<file path="config.mk">
export PLATFORM = sky130hd
export DESIGN_NAME = dds_sweep_ctrl_flat
export DESIGN_NICKNAME = d
export VERILOG_FILES = /design/src/rtl/dds_sweep_ctrl_if.sv /design/src/rtl/dds_sweep_ctrl.sv /design/src/flat_wrapper.sv
export SDC_FILE = /design/constraint.sdc
export NUM_CORES = 1
export LEC_CHECK = 0
export ABC_CLOCK_PERIOD_IN_PS = 10000
export BUFFER_PORTS_ARGS = -buffer_cell sky130_fd_sc_hd__buf_2
export CORE_MARGIN = 5
export CORE_UTILIZATION = 45
export DETAILED_ROUTE_END_ITERATION = 6
export GPL_TIMING_DRIVEN = 0
export PLACE_DENSITY = 0.78
export RECOVER_POWER = 100
export SYNTH_ARGS = -nofsm -noshare
export SYNTH_HDL_FRONTEND = slang
export SYNTH_SLANG_ARGS = --single-unit
</file>
<file path="constraint.sdc">
create_clock -name clk -period 10 [get_ports clk]
set_input_delay 1 -clock clk [delete_from_list [all_inputs] [get_ports clk]]
set_output_delay 1 -clock clk [all_outputs]
set_load 0.02 [all_outputs]
</file>
<file path="src/rtl/dds_sweep_ctrl_if.sv">
// Write-bus bundle between the sweep sequencer, a host writer and the DDS core.
// Latency: none (wires only).
// Backpressure: host_ready qualifies host_wr; the DDS side (wr/waddr/wdata) has no backpressure.
// Signals:
//   host_wr/host_waddr/host_wdata - host write request, held until host_ready
//   host_ready                    - host write accepted this cycle when host_wr=1
//   wr/waddr/wdata                - registered DDS register write strobe, address, data
// Modports: master = sequencer view (drives DDS bus and host_ready), slave = peer view.
interface dds_sweep_ctrl_if #(
  parameter int AW = 16,
  parameter int DW = 16
);
  logic          host_wr;
  logic [AW-1:0] host_waddr;
  logic [DW-1:0] host_wdata;
  logic          host_ready;
  logic          wr;
  logic [AW-1:0] waddr;
  logic [DW-1:0] wdata;

  modport master (
    input  host_wr, host_waddr, host_wdata,
    output host_ready, wr, waddr, wdata
  );

  modport slave (
    output host_wr, host_waddr, host_wdata,
    input  host_ready, wr, waddr, wdata
  );
endinterface

</file>
<file path="src/rtl/dds_sweep_ctrl.sv">
// DDS frequency-sweep sequencer: enable, step frequency word over N points with dwell, disable.
// Latency: start -> enable write on bus 2 edges later; frequency writes 1+dwell cycles apart.
// Backpressure: sweep writes own the bus in EN_WR/FREQ_WR/DIS_WR; host_ready drops then and host waits.
// Ports:
//   clk, rst (async active-high)            - clock and reset
//   start, stop                             - one-cycle launch / abort pulses
//   start_word, step_word, n_pts, dwell     - sweep configuration, sampled on accepted start
//   bus (dds_sweep_ctrl_if.master)          - host write port in, DDS register write bus out
//   busy, done, pt_idx                      - status: active, end pulse, current point index
// Optional: define DDS_SWEEP_LOOP_EN to add the 'loop' input (sweep repeats until stop).
module dds_sweep_ctrl #(
  parameter int            AW        = 16,
  parameter int            DW        = 16,
  parameter int            DWELL_W   = 16,
  parameter logic [AW-1:0] FREQ_ADDR = AW'(16'h0020),
  parameter logic [AW-1:0] CTRL_ADDR = AW'(16'h0030),
  parameter logic [DW-1:0] CTRL_ON   = DW'(16'h000F),
  parameter logic [DW-1:0] CTRL_OFF  = DW'(16'h0000)
) (
  input  logic               clk,
  input  logic               rst,
  input  logic               start,
  input  logic               stop,
  input  logic [DW-1:0]      start_word,
  input  logic [DW-1:0]      step_word,
  input  logic [15:0]        n_pts,
  input  logic [DWELL_W-1:0] dwell,
`ifdef DDS_SWEEP_LOOP_EN
  input  logic               loop,
`endif
  dds_sweep_ctrl_if.master   bus,
  output logic               busy,
  output logic               done,
  output logic [15:0]        pt_idx
);

  typedef enum logic [2:0] {
    IDLE    = 3'd0,
    EN_WR   = 3'd1,
    FREQ_WR = 3'd2,
    DWELL   = 3'd3,
    DIS_WR  = 3'd4
  } state_t;

  state_t             state_q, state_d;
  logic [DW-1:0]      cur_q, cur_d;
  logic [DW-1:0]      step_q, step_d;
  logic [15:0]        npts_q, npts_d;
  logic [DWELL_W-1:0] dwell_q, dwell_d;
  logic [DWELL_W-1:0] dwell_cnt_q, dwell_cnt_d;
  logic [15:0]        pt_idx_q, pt_idx_d;
  logic               wr_q, wr_d;
  logic [AW-1:0]      waddr_q, waddr_d;
  logic [DW-1:0]      wdata_q, wdata_d;
  logic               done_q, done_d;
`ifdef DDS_SWEEP_LOOP_EN
  logic               loop_q, loop_d;
  logic [DW-1:0]      base_q, base_d;
`endif

  logic swp_req;
  logic last_pt;

  assign swp_req = (state_q == EN_WR) || (state_q == FREQ_WR) || (state_q == DIS_WR);
  // npts_q is never 0 (clamped on start), so the subtraction cannot wrap.
  assign last_pt = (pt_idx_q >= (npts_q - 16'd1));

  always_comb begin
    state_d     = state_q;
    cur_d       = cur_q;
    step_d      = step_q;
    npts_d      = npts_q;
    dwell_d     = dwell_q;
    dwell_cnt_d = dwell_cnt_q;
    pt_idx_d    = pt_idx_q;
    wr_d        = 1'b0;
    waddr_d     = '0;
    wdata_d     = '0;
    done_d      = 1'b0;
`ifdef DDS_SWEEP_LOOP_EN
    loop_d      = loop_q;
    base_d      = base_q;
`endif

    case (state_q)
      IDLE: begin
        if (start) begin
          state_d  = EN_WR;
          cur_d    = start_word;
          step_d   = step_word;
          npts_d   = (n_pts == 16'd0) ? 16'd1 : n_pts;
          dwell_d  = (dwell == '0) ? DWELL_W'(1) : dwell;
          pt_idx_d = 16'd0;
`ifdef DDS_SWEEP_LOOP_EN
          loop_d   = loop;
          base_d   = start_word;
`endif
        end
      end
      EN_WR: begin
        wr_d    = 1'b1;
        waddr_d = CTRL_ADDR;
        wdata_d = CTRL_ON;
        state_d = stop ? DIS_WR : FREQ_WR;
      end
      FREQ_WR: begin
        wr_d        = 1'b1;
        waddr_d     = FREQ_ADDR;
        wdata_d     = cur_q;
        dwell_cnt_d = dwell_q;
        state_d     = stop ? DIS_WR : DWELL;
      end
      DWELL: begin
        if (stop) begin
          state_d = DIS_WR;
        end else if (dwell_cnt_q <= DWELL_W'(1)) begin
          if (!last_pt) begin
            cur_d    = cur_q + step_q;
            pt_idx_d = pt_idx_q + 16'd1;
            state_d  = FREQ_WR;
          end else begin
`ifdef DDS_SWEEP_LOOP_EN
            if (loop_q) begin
              cur_d    = base_q;
              pt_idx_d = 16'd0;
              state_d  = FREQ_WR;
            end else begin
              state_d  = DIS_WR;
            end
`else
            state_d = DIS_WR;
`endif
          end
        end else begin
          dwell_cnt_d = dwell_cnt_q - DWELL_W'(1);
        end
      end
      DIS_WR: begin
        wr_d    = 1'b1;
        waddr_d = CTRL_ADDR;
        wdata_d = CTRL_OFF;
        done_d  = 1'b1;
        state_d = IDLE;
      end
      default: state_d = IDLE;
    endcase

    // Host slot: only when the sequencer is not issuing, so the two never collide.
    if (!swp_req && bus.host_wr) begin
      wr_d    = 1'b1;
      waddr_d = bus.host_waddr;
      wdata_d = bus.host_wdata;
    end
  end

  always_ff @(posedge clk or posedge rst) begin
    if (rst) begin
      state_q     <= IDLE;
      cur_q       <= '0;
      step_q      <= '0;
      npts_q      <= 16'd1;
      dwell_q     <= DWELL_W'(1);
      dwell_cnt_q <= '0;
      pt_idx_q    <= 16'd0;
      wr_q        <= 1'b0;
      waddr_q     <= '0;
      wdata_q     <= '0;
      done_q      <= 1'b0;
`ifdef DDS_SWEEP_LOOP_EN
      loop_q      <= 1'b0;
      base_q      <= '0;
`endif
    end else begin
      state_q     <= state_d;
      cur_q       <= cur_d;
      step_q      <= step_d;
      npts_q      <= npts_d;
      dwell_q     <= dwell_d;
      dwell_cnt_q <= dwell_cnt_d;
      pt_idx_q    <= pt_idx_d;
      wr_q        <= wr_d;
      waddr_q     <= waddr_d;
      wdata_q     <= wdata_d;
      done_q      <= done_d;
`ifdef DDS_SWEEP_LOOP_EN
      loop_q      <= loop_d;
      base_q      <= base_d;
`endif
    end
  end

  assign bus.host_ready = ~swp_req;
  assign bus.wr         = wr_q;
  assign bus.waddr      = waddr_q;
  assign bus.wdata      = wdata_q;
  assign busy           = (state_q != IDLE);
  assign done           = done_q;
  assign pt_idx         = pt_idx_q;

endmodule

</file>
<file path="src/flat_wrapper.sv">
// flat-port wrapper written by rule: the top's interface ports become plain ports
module dds_sweep_ctrl_flat 
#(
  parameter int            AW        = 16,
  parameter int            DW        = 16,
  parameter int            DWELL_W   = 16,
  parameter logic [AW-1:0] FREQ_ADDR = AW'(16'h0020),
  parameter logic [AW-1:0] CTRL_ADDR = AW'(16'h0030),
  parameter logic [DW-1:0] CTRL_ON   = DW'(16'h000F),
  parameter logic [DW-1:0] CTRL_OFF  = DW'(16'h0000)
)
  (clk, rst, start, stop, start_word, step_word, n_pts, dwell, busy, done, pt_idx, bus_host_wr, bus_host_waddr, bus_host_wdata, bus_host_ready, bus_wr, bus_waddr, bus_wdata);
  dds_sweep_ctrl_if #(.AW(AW), .DW(DW)) bus_i ();
  input  logic clk;
  input  logic rst;
  input  logic start;
  input  logic stop;
  input  logic [DW-1:0] start_word;
  input  logic [DW-1:0] step_word;
  input  logic [15:0] n_pts;
  input  logic [DWELL_W-1:0] dwell;
  output logic busy;
  output logic done;
  output logic [15:0] pt_idx;
  input wire logic [$bits(bus_i.host_wr)-1:0] bus_host_wr;
  input wire logic [$bits(bus_i.host_waddr)-1:0] bus_host_waddr;
  input wire logic [$bits(bus_i.host_wdata)-1:0] bus_host_wdata;
  output wire logic [$bits(bus_i.host_ready)-1:0] bus_host_ready;
  output wire logic [$bits(bus_i.wr)-1:0] bus_wr;
  output wire logic [$bits(bus_i.waddr)-1:0] bus_waddr;
  output wire logic [$bits(bus_i.wdata)-1:0] bus_wdata;
  assign bus_i.host_wr = bus_host_wr;
  assign bus_i.host_waddr = bus_host_waddr;
  assign bus_i.host_wdata = bus_host_wdata;
  assign bus_host_ready = bus_i.host_ready;
  assign bus_wr = bus_i.wr;
  assign bus_waddr = bus_i.waddr;
  assign bus_wdata = bus_i.wdata;
  dds_sweep_ctrl #(.AW(AW), .DW(DW), .DWELL_W(DWELL_W), .FREQ_ADDR(FREQ_ADDR), .CTRL_ADDR(CTRL_ADDR), .CTRL_ON(CTRL_ON), .CTRL_OFF(CTRL_OFF)) u_core (.clk(clk), .rst(rst), .start(start), .stop(stop), .start_word(start_word), .step_word(step_word), .n_pts(n_pts), .dwell(dwell), .bus(bus_i), .busy(busy), .done(done), .pt_idx(pt_idx));
endmodule
</file>
==> results.md, run 1 <==
- Status: finished with violations
- Failing checks: max-capacitance violations, max-slew violations
- Adder-cell area share of the yosys netlist: 0.0672
- # Post-CTS Setup Buffers: 0
- Worst Reg-to-Reg Cells: 13
- Via-per-instance ratio: 5.58
- Worst Path Max Fanout: 10
- DRC: 0
- Max-slew violations: 47
- Crit path capture type: register
- R2R setup slack: about 5.0 ns
- Row cnt: 47
- Vias: 6858
- Setup Skew: 0.00956 ns
- RR Endpoint: u_core.cur_q[4]
- Largest net degree at the start of global routing: 88
- Initial antenna violation count: 1
- Syn Area/Cell: 9.00 sq um
- Die X: 138 um
- Worst-case clock buffer depth: 2
- Post-Synth Simple-Gate Area: 0.234
- Sinks on the clock net: 133
- Final ANT Viol Nets: 0
- Number of global-route vias before repair: approximately 6800
- Asr flop ratio synth: 1.00
- Maxcap violations: 1
- Peak supply drop: 171 uV
- Yosys top cell area share: 0.442
- First-pass GRT wire length: 34.6 mm
- Top_reg_cell synth: dfrtp_1
- Fillcell total: around 1500
- WL final: 20.9 mm
- Max_slew headroom: -0.368
- Finished Cell Area: approximately 9000 sq um
- Initial Utilization: 0.454
- Actual slew at the worst max-slew pin: 2.04 ns
- Iteration-0 DRC Markers: between 600 and 700
- Fin cells: 1230
- Largest family of logic cells by synthesized area: simple AND/OR/NAND/NOR gates
- RePlAce Congestion: 0.901
- Synth Register Bits: 133
- Syn nets: between 900 and 1000
- I/O Buffers: roughly 150
- Clock transition at path regs: roughly 0.06 ns
- Hold-fix buffers, CTS: 0
- Yosys warnings: 0
- Min-Delay Path Depth: 2
- Synth cell count leaders: 193 x nand2_1, 131 x dfrtp_1, 50 x a21oi_1, 48 x nor2_1, 48 x o21ai_0
- Final #Nets: 1133
- Min-Delay Path Class: register to register
- Critical Path Start Type: register
- Layout area overhead: 21.4%
- Pwr dens: 313 nW/um^2
- Num CTS Buffers: 17
- Pre-CTS setup slack: between 5 and 6 ns
- Die area: around 19000 sq um
- Chip height: 138 um
- Post-synthesis mux area share: 0.0251
- Avg WL per Cell: 17.0 um
- Final Cycle Share: 0.504
- Synthesized area: 7410 sq um
- Post-synth EDFFs: 0
- Crit path arrival time: around 5.3 ns
- H-tree Lvls: 4
- Top post-synthesis cells by area: dfrtp_1 44%, nand2_1 9.8%, ha_1 5.9%
- Grt total ovfl: 0
- CTS tree: done
- Final setup fails: 0
- Critical path data required time: 10.30 ns
- Placed insts: 1197
- Layout cells sized above 1: 0.151
- R2r startpoint: u_core.npts_q[2]
- Count of different cell masters after synthesis: 74
- Placed cell area: around 8500 sq um
- Root Driver: clkbuf_16
- Setup ws final: between 4 and 5 ns
- Synth Area in Compound Gates: 0.159
- RSZ-0062 raised after global routing: no
- DP HPWL: 15.4 mm
- Skew-Pair Late Insertion Delay: 0.43 ns
- Gr usage total: 0.222
- # resized after CTS: 0
- P_leak: between 4 and 5 nW
- Min Tclk post-route: between 5 and 6 ns
- Synth area leader: dfrtp_1
- Cell with the most instances after synthesis: nand2_1
- TNS Setup: 0 ns
- Max Freq: 198 MHz
- Ports: 153
- Core area: 16300 sq um
- Final hold vios: 0
- Drt pass-1 iters: 5
- Seq/Total Area, Yosys: 0.449
- Syn Inst Count: just over 800
- Total power: 2.82 mW
- WS Path Type: register to register
- CP Capture Point: u_core.cur_q[4]
- Synth Area in XOR/XNOR: 0.0343
- Critical path launch point: u_core.npts_q[2]
-- sequential cells by signal (all words and copies together) (netlist names) --
name / count
u_core.bus.waddr: 16
u_core.bus.wdata: 16
u_core.bus.wr: 1
u_core.cur_q: 16
u_core.done: 1
u_core.dwell_cnt_q: 16
u_core.dwell_q: 16
u_core.npts_q: 16
u_core.pt_idx: 16
u_core.state_q: 3
u_core.step_q: 16
-- layout by cell type (no fill, tap or decap), types with 18 or more instances in the layout --
cell	synthesis	layout
o21ai_0	48	49
nand3_1	18	18
dfrtp_1	131	131
clkbuf_1	32	93
buf_2	3	100
nor2_1	48	48
ha_1	35	35
nand2_1	193	194
a21oi_1	50	50
-- worst max-delay path: stages, from the launching register on --
cell,delay (ns)
dfrtp_1,0.43
nor3_1,0.45
nand2_1,0.19
nor3_1,0.37
nand2_1,0.12
xor2_1,0.17
ha_1,0.31
a21o_1,0.19
a21o_1,0.19
a221oi_1,0.45
nand4_1,0.55
nand2_1,0.51
clkbuf_1,0.59
mux2_1,0.39
-- power breakdown --
| group | total (mW) | internal [mW] | switching [mW] |
|---|---|---|---|
| Combinational | 1.21 | 0.454 | 0.760 |
| Sequential | 0.915 | 0.749 | 0.167 |
| Clock | 0.692 | 0.445 | 0.247 |
-- kinds of logic (layout without fill, tap and decap cells) --
group	count (synthesis)	in the layout
AOI/OAI and AO/OA	183	183
xor gates and xnor gates	29	29
adders and majority gates	40	40
buffers and inverters	56	241
DFF	133	133
muxes	17	17
other	0	1
and+or+nand+nor	366	366
-- worst min path at each step --
| stage | startpoint | slack (ns) | endpoint |
|---|---|---|---|
| 6_report | u_core.dwell_q[3] | 0.48 | u_core.dwell_q[3] |
| 5_1_grt | u_core.dwell_cnt_q[11] | 0.50 | u_core.dwell_cnt_q[11] |
| 4_1_cts | u_core.dwell_q[3] | 0.48 | u_core.dwell_q[3] |
| 3_5_place_dp | u_core.dwell_q[14] | 0.47 | u_core.dwell_q[14] |
| 3_3_place_gp | u_core.dwell_q[14] | 0.46 | u_core.dwell_q[14] |
| 2_1_floorplan | u_core.dwell_q[10] | 0.45 | u_core.dwell_q[10] |
-- area by class of cell --
type / instances / area (sq um) / share of cell area
plain buffers: 41 / 155 / 0.0172
well taps: 220 / 275 / 0.0306
flip-flops and latches: 133 / 3330 / 0.370
repair buffers: 153 / 722 / 0.0802
clock inverters: 14 / 224 / 0.0249
inverters: 15 / 57.6 / 0.00639
clock buffers: 18 / 429 / 0.0477
multi-input cells: 635 / 3810 / 0.423
diodes: 1 / 2.50 / 0.000278
-- stage by stage --
step,hold slack (ns),util
2_1_floorplan,0.446,-
5_1_grt,0.498,0.551
6_report,0.480,0.551
3_3_place_gp,0.463,0.517
4_1_cts,0.483,0.559
3_5_place_dp,0.468,0.519
-- metal layers --
layer,vias to the layer above,share of wire,track usage
met3,38,0.084,0.0559
met4,0,0.025,0.0816
met5,-,0,0
met2,333,0.46,0.348
li1,3271,-,-
met1,3216,0.43,0.300
No activity file was read; power rests on OpenSTA's default activity.
==> run 2: changes to the inputs <==
--- a/config.mk
+++ b/config.mk
@@ -5,13 +5,13 @@
 export SDC_FILE = /design/constraint.sdc
 export NUM_CORES = 1
 export LEC_CHECK = 0
-export ABC_CLOCK_PERIOD_IN_PS = 10000
+export ABC_CLOCK_PERIOD_IN_PS = 4500
 export BUFFER_PORTS_ARGS = -buffer_cell sky130_fd_sc_hd__buf_2
 export CORE_MARGIN = 5
 export CORE_UTILIZATION = 45
 export DETAILED_ROUTE_END_ITERATION = 6
 export GPL_TIMING_DRIVEN = 0
-export PLACE_DENSITY = 0.78
+export PLACE_DENSITY = 0.8
 export RECOVER_POWER = 100
 export SYNTH_ARGS = -nofsm -noshare
 export SYNTH_HDL_FRONTEND = slang
==> constraint.sdc (replaced) <==
create_clock -name clk -period 4.5 [get_ports clk]
set_input_delay 0.45 -clock clk [delete_from_list [all_inputs] [get_ports clk]]
set_output_delay 0.45 -clock clk [all_outputs]
set_load 0.02 [all_outputs]
==> run 2 against run 1 <==
Combinational power is 120% higher. Flip-flop and latch count unchanged. Global-route usage is 0.24 points lower. Critical path depth is the same. Wire length up 0.57%. Non-clock buffer count is the same. Highest routed layer unchanged. Register-to-register slack worse by 4.5 ns. Die area stayed put. Clock power increased by 110%. The run still ends with max-capacitance violations, max-slew violations left.
==> results.md, run 2 (same netlist as run 1, synthesis figures left out) <==
- Status: finished with violations
- Failing checks: max-capacitance violations, max-slew violations
- Iteration-0 DRC Markers: 591
- Critical path data required time: 4.80 ns
- Hold-fix buffers, CTS: 0
- # Post-CTS Setup Buffers: 0
- Final Cycle Share: 0.910
- DP HPWL: 15.5 mm
- Skew-Pair Late Insertion Delay: 0.43 ns
- Max Freq: 244 MHz
- Combinational Power Share: 0.436
- Finished Cell Area: 8990 sq um
- Worst Path Max Fanout: 10
- Final #Nets: 1133
- Final setup fails: 0
- RSZ-0062 raised after global routing: no
- Sinks on the clock net: 133
- Avg WL per Cell: 17.1 um
- Crit path capture type: register
- H-tree Lvls: 4
- Setup ws final: 0.407 ns
- Row cnt: 47
- WL final: 21.0 mm
- Max_slew headroom: -0.463
- Gr usage total: 0.220
- Total power: 6.19 mW
- Peak supply drop: between 300 and 400 uV
- TNS Setup: 0 ns
- Num CTS Buffers: 17
- Placed insts: between 1000 and 1500
- Clock power share: 0.236
- Final ANT Viol Nets: 0
- Min-Delay Path Class: input port to register
- Internal power: 3.62 mW
- Largest net degree at the start of global routing: just over 80
- Max-slew violations: approximately 140
- Vias: 6878
- Placed cell area: 8480 sq um
- Reg power frac: 0.328
- P_leak: 4.23 nW
- # diodes: 0
- DRC: 0
- Root Driver: clkbuf_16
- Die area: 19100 sq um
- Drt pass-1 iters: 5
- Critical Path Start Type: register
- Commonest non-fill, non-tap cell in the layout: nand2_1
- Fin cells: 1228
- Ports: 153
- Layout cells sized above 1: 0.157
- Core area: 16300 sq um
- Number of global-route vias before repair: 6789
- Layout area overhead: 21.3%
- Worst Hold Slack: roughly 0.22 ns
- Final hold vios: 0
- CTS tree: done
- Via-per-instance ratio: 5.60
- Grt total ovfl: 0
- Maxcap violations: 2
- Worst-case clock buffer depth: 2
- WS Path Type: register to register
- Chip height: 138 um
- Initial Utilization: 0.454
- First-pass GRT wire length: 34.3 mm
- Min Tclk post-route: 4.09 ns
- Pwr dens: 688 nW/um^2
- Die X: 138 um
- Crit path arrival time: around 4.4 ns
- Pre-CTS setup slack: 0.320 ns
- Post-Route Utilization: 0.550
- Actual slew at the worst max-slew pin: 2.18 ns
- I/O Buffers: ~150
- Initial antenna violation count: 0
- Setup Skew: roughly 0.011 ns
- RePlAce Congestion: 0.882
- Clock transition at path regs: about 0.06 ns
- Most frequent cells in the layout: 193 x nand2_1, 131 x dfrtp_1, 101 x buf_2
- Switch Pwr: roughly 2.6 mW
- Sw frac: 0.415
[run 2: changes by cell type in the layout (fill, tap and decap cells not counted), sizes merged]
cell,before,now
clkinvlp,4,1
bufinv,5,4
buf,102,104
clkbuf,110,111
diode,1,0
inv,17,14
clkinv,3,6
[run 2: what timing repair did]
| action | CTS | global route |
|---|---|---|
| gates resized for setup | 0 | 1 |
| endpoints found under the hold margin | 0 | 0 |
| setup endpoints to repair | 0 | 6 |
[run 2: critical path, stage by stage, from the launching register on]
cell      delay (ns)
dfrtp_1         0.43
nor3_1          0.48
nand2_1         0.18
nor3_1          0.36
nand2_1         0.11
xor2_1          0.16
ha_1            0.29
a21o_1          0.18
a21o_1          0.20
a221oi_2        0.50
nand4_4         0.32
nand2_4         0.23
buf_6           0.19
mux2_1          0.33
[run 2: final timing paths]
| kind | end | start | slack (ns) | depth (start not counted) |
|---|---|---|---|---|
| worst max-delay path | u_core.cur_q[4] | u_core.npts_q[2] | 0.41 | 13 |
| worst min-delay path | u_core.step_q[3] | step_word[3] | 0.22 | 3 |
| worst max register to register | u_core.cur_q[4] | u_core.npts_q[2] | 0.41 | 13 |
| worst min register to register | u_core.dwell_cnt_q[11] | u_core.dwell_cnt_q[11] | 0.48 | 1 |
| max in group asynchronous | u_core.npts_q[5] | rst | 1.07 | 3 |
| min in group asynchronous | u_core.bus.wdata[4] | rst | 0.61 | 2 |
[run 2: power groups by stage]
stage               sequential [mW]  clock [mW]  combinational (mW)
finish                         2.03        1.46                2.70
global placement               2.02           0                2.60
detailed placement             2.03           0                2.69
floorplan                      2.07           0                1.88
CTS                            2.02        1.48                2.72
global route                   2.09        1.53                3.03
[run 2: layer usage]
layer | vias to the layer above | share of wire | wire length (um) | track usage
met5 | - | 0 | 0 | 0
met4 | 0 | 0.025 | 529 | 0.0822
met3 | 44 | 0.072 | 1510 | 0.0552
met2 | 289 | 0.46 | 9600 | 0.344
met1 | 3269 | 0.45 | 9420 | 0.297
li1 | 3276 | - | - | -
[run 2: final cells by class]
type / count / area (sq um)
Inverter: 15 / 57.6
Buffer: 41 / 164
Timing Repair Buffer: 153 / 701
Fill cell: 1531 / 7360
Clock buffer: 21 / 460
Clock inverter: 10 / 154
Sequential cell: 133 / 3330
Tap cell: 220 / 275
Multi-Input combinational cell: 635 / 3850
==> run 3: changes to the inputs <==
--- a/config.mk
+++ b/config.mk
@@ -5,13 +5,13 @@
 export SDC_FILE = /design/constraint.sdc
 export NUM_CORES = 1
 export LEC_CHECK = 0
-export ABC_CLOCK_PERIOD_IN_PS = 4500
+export ABC_CLOCK_PERIOD_IN_PS = 3470
 export BUFFER_PORTS_ARGS = -buffer_cell sky130_fd_sc_hd__buf_2
 export CORE_MARGIN = 5
-export CORE_UTILIZATION = 45
+export CORE_UTILIZATION = 50
 export DETAILED_ROUTE_END_ITERATION = 6
 export GPL_TIMING_DRIVEN = 0
-export PLACE_DENSITY = 0.8
+export PLACE_DENSITY = 0.87
 export RECOVER_POWER = 100
 export SYNTH_ARGS = -nofsm -noshare
 export SYNTH_HDL_FRONTEND = slang
==> constraint.sdc (replaced) <==
create_clock -name clk -period 3.47 [get_ports clk]
set_input_delay 0.347 -clock clk [delete_from_list [all_inputs] [get_ports clk]]
set_output_delay 0.347 -clock clk [all_outputs]
set_load 0.02 [all_outputs]
==> run 3 against run 2 <==
The run ends with max-capacitance violations, max-slew violations, negative setup slack left. Sequential power up 31%. Final cell count shrank 0.98%. Clock skew up 0.0011 ns. Critical path depth fell by 1. Register-to-register slack got worse by 0.49 ns. Design area increased by 5.2%. Highest routed layer unchanged. Hold slack worse by 0.12 ns. Fmax up 15%. Sequential share of layout area is 1.8 points lower. Non-clock buffer count increased by 23. Largest power group unchanged. Global-route usage increased by 1.8 points. Wire length up 1.5%. Largest cell class unchanged.
==> results.md, run 3 (same netlist as run 1, synthesis figures left out) <==
- Status: finished with violations
- # diodes: 0
- RSZ-0062 raised after global routing: yes
- Fin cells: 1216
- Sinks on the clock net: between 100 and 150
- Chip height: 132 um
- First-pass GRT wire length: about 34 mm
- Final #Nets: between 1000 and 1500
- Worst-case clock buffer depth: 2
- Final hold vios: 0
- Ports: between 150 and 200
- Worst Path Max Fanout: 5
- Clock transition at path regs: about 0.060 ns
- Commonest non-fill, non-tap cell in the layout: nand2_1
- Row cnt: 44
- Gr usage total: 0.237
- H-tree Lvls: 4
- Worst Hold Slack: 0.0999 ns
- Min-Delay Path Depth: 3
- Slowest Stage Delay on Critical Path: 0.55 ns
- Layout area overhead: 27.6%
- Crit path arrival time: slightly below 4 ns
- Via-per-instance ratio: 5.83
- Critical Path Start Type: register
- Initial antenna violation count: 0
- CP Cell Sequence: or4_4, or3_4, nor4_4, xnor2_1, ha_1, nand4_1, or3_1, o32a_1, nand4_4, buf_6, mux2_4, a21o_1
- Min-Delay Path Class: input port to register
- Pre-CTS setup slack: -0.345 ns
- Max Freq: approximately 280 MHz
- Setup Skew: 0.0117 ns
- Core area: 14500 sq um
- Placed insts: roughly 1200
- Placed cell area: 8490 sq um
- Largest net degree at the start of global routing: 44
- Failing checks: max-capacitance violations, max-slew violations, negative setup slack
- CTS tree: done
- Avg WL per Cell: 17.6 um
- Initial Utilization: 0.510
- Final Cycle Share: 1.02
- Iteration-0 DRC Markers: ~750
- WS Path Type: register to register
- WL final: 21.4 mm
- Vias: 7094
- Die X: between 100 and 150 um
- Final setup fails: 20
- Drt pass-1 iters: 7
- Max_slew headroom: -0.0906
- Maxcap violations: 1
- Peak supply drop: 467 uV
- RePlAce Congestion: 0.917
- Num CTS Buffers: 17
- TNS Setup: -1.00 ns
- Final ANT Viol Nets: 0
- Min Tclk post-route: 3.56 ns
- Critical path data required time: 3.79 ns
- Number of global-route vias before repair: a little under 7000
- Crit path capture type: register
- Pwr dens: 896 nW/um^2
- DP HPWL: 15.1 mm
- DRC: 0
- P_leak: 4.46 nW
- Max-slew violations: 38
- Grt total ovfl: 0
- I/O Buffers: 152
- Slowest CP cell: or4_4
- Layout cells sized above 1: 0.204
- Most frequent cells in the layout: 192 x nand2_1, 130 x dfrtp_1, 102 x buf_2
- Root Driver: clkbuf_16
- Die area: 17400 sq um
- Skew-Pair Late Insertion Delay: 0.43 ns
- Finished Cell Area: about 9500 sq um
- Worst Reg-to-Reg Cells: 12
- Setup ws final: -0.0865 ns
- Actual slew at the worst max-slew pin: 1.64 ns
run 3: what timing repair did:
| item | CTS | global route |
|---|---|---|
| pin swaps | 15 | 10 |
| hold endpoints to repair | 23 | 0 |
| setup buffers | 14 | 6 |
| hold buffers | 1 | 0 |
| gates cloned | 0 | 1 |
| setup endpoints to repair | 33 | 33 |
| resized for setup | 25 | 33 |
run 3: critical path, delay by kind of cell, from the launching register on:
kind,cells,cell delay [ns]
compound gates,2,0.54
xor+xnor,1,0.10
fa+ha+maj,1,0.30
buf+inv,1,0.13
flops,1,0.38
mux,1,0.29
simple gates,6,1.71
run 3: metrics by stage:
stage | utilization | power [mW]
finish | 0.651 | 8.47
global route | 0.651 | 9.03
CTS | 0.644 | 8.34
detailed placement | 0.584 | 6.12
global placement | 0.580 | 5.98
floorplan | - | 5.13
run 3: cell type report:
| type | instances | area, sq um |
|---|---|---|
| fillers | 1116 | 5070 |
| multi-input cells | 635 | 4060 |
| flip-flops and latches | 133 | 3330 |
| repair buffers | 176 | 932 |
| clock buffers | 18 | 429 |
| clock inverters | 14 | 233 |
| well taps | 184 | 230 |
| plain buffers | 41 | 186 |
| inverters | 15 | 60.1 |
run 3: routing by layer:
layer | GRT usage | wire [um]
met5 | 0 | 0
met4 | 0.0863 | 564
met3 | 0.0656 | 1980
met2 | 0.391 | 10100
met1 | 0.300 | 8700
run 3: power breakdown:
| part | internal, mW | leakage (nW) | switching, mW |
|---|---|---|---|
| combinational | 1.47 | 2.46 | 2.31 |
| sequential | 2.16 | 1.68 | 0.492 |
| clock | 1.34 | 0.320 | 0.689 |
run 3: final timing paths:
check | startpoint | to | slack (ns)
setup reg to reg | u_core.npts_q[8] | u_core.pt_idx[5] | -0.09
min in group asynchronous | rst | u_core.bus.waddr[9] | 0.63
hold / removal | step_word[8] | u_core.step_q[8] | 0.1
setup / recovery | u_core.npts_q[8] | u_core.pt_idx[5] | -0.09
hold reg to reg | u_core.dwell_q[15] | u_core.dwell_q[15] | 0.48
max in group asynchronous | rst | u_core.pt_idx[1] | 0.50
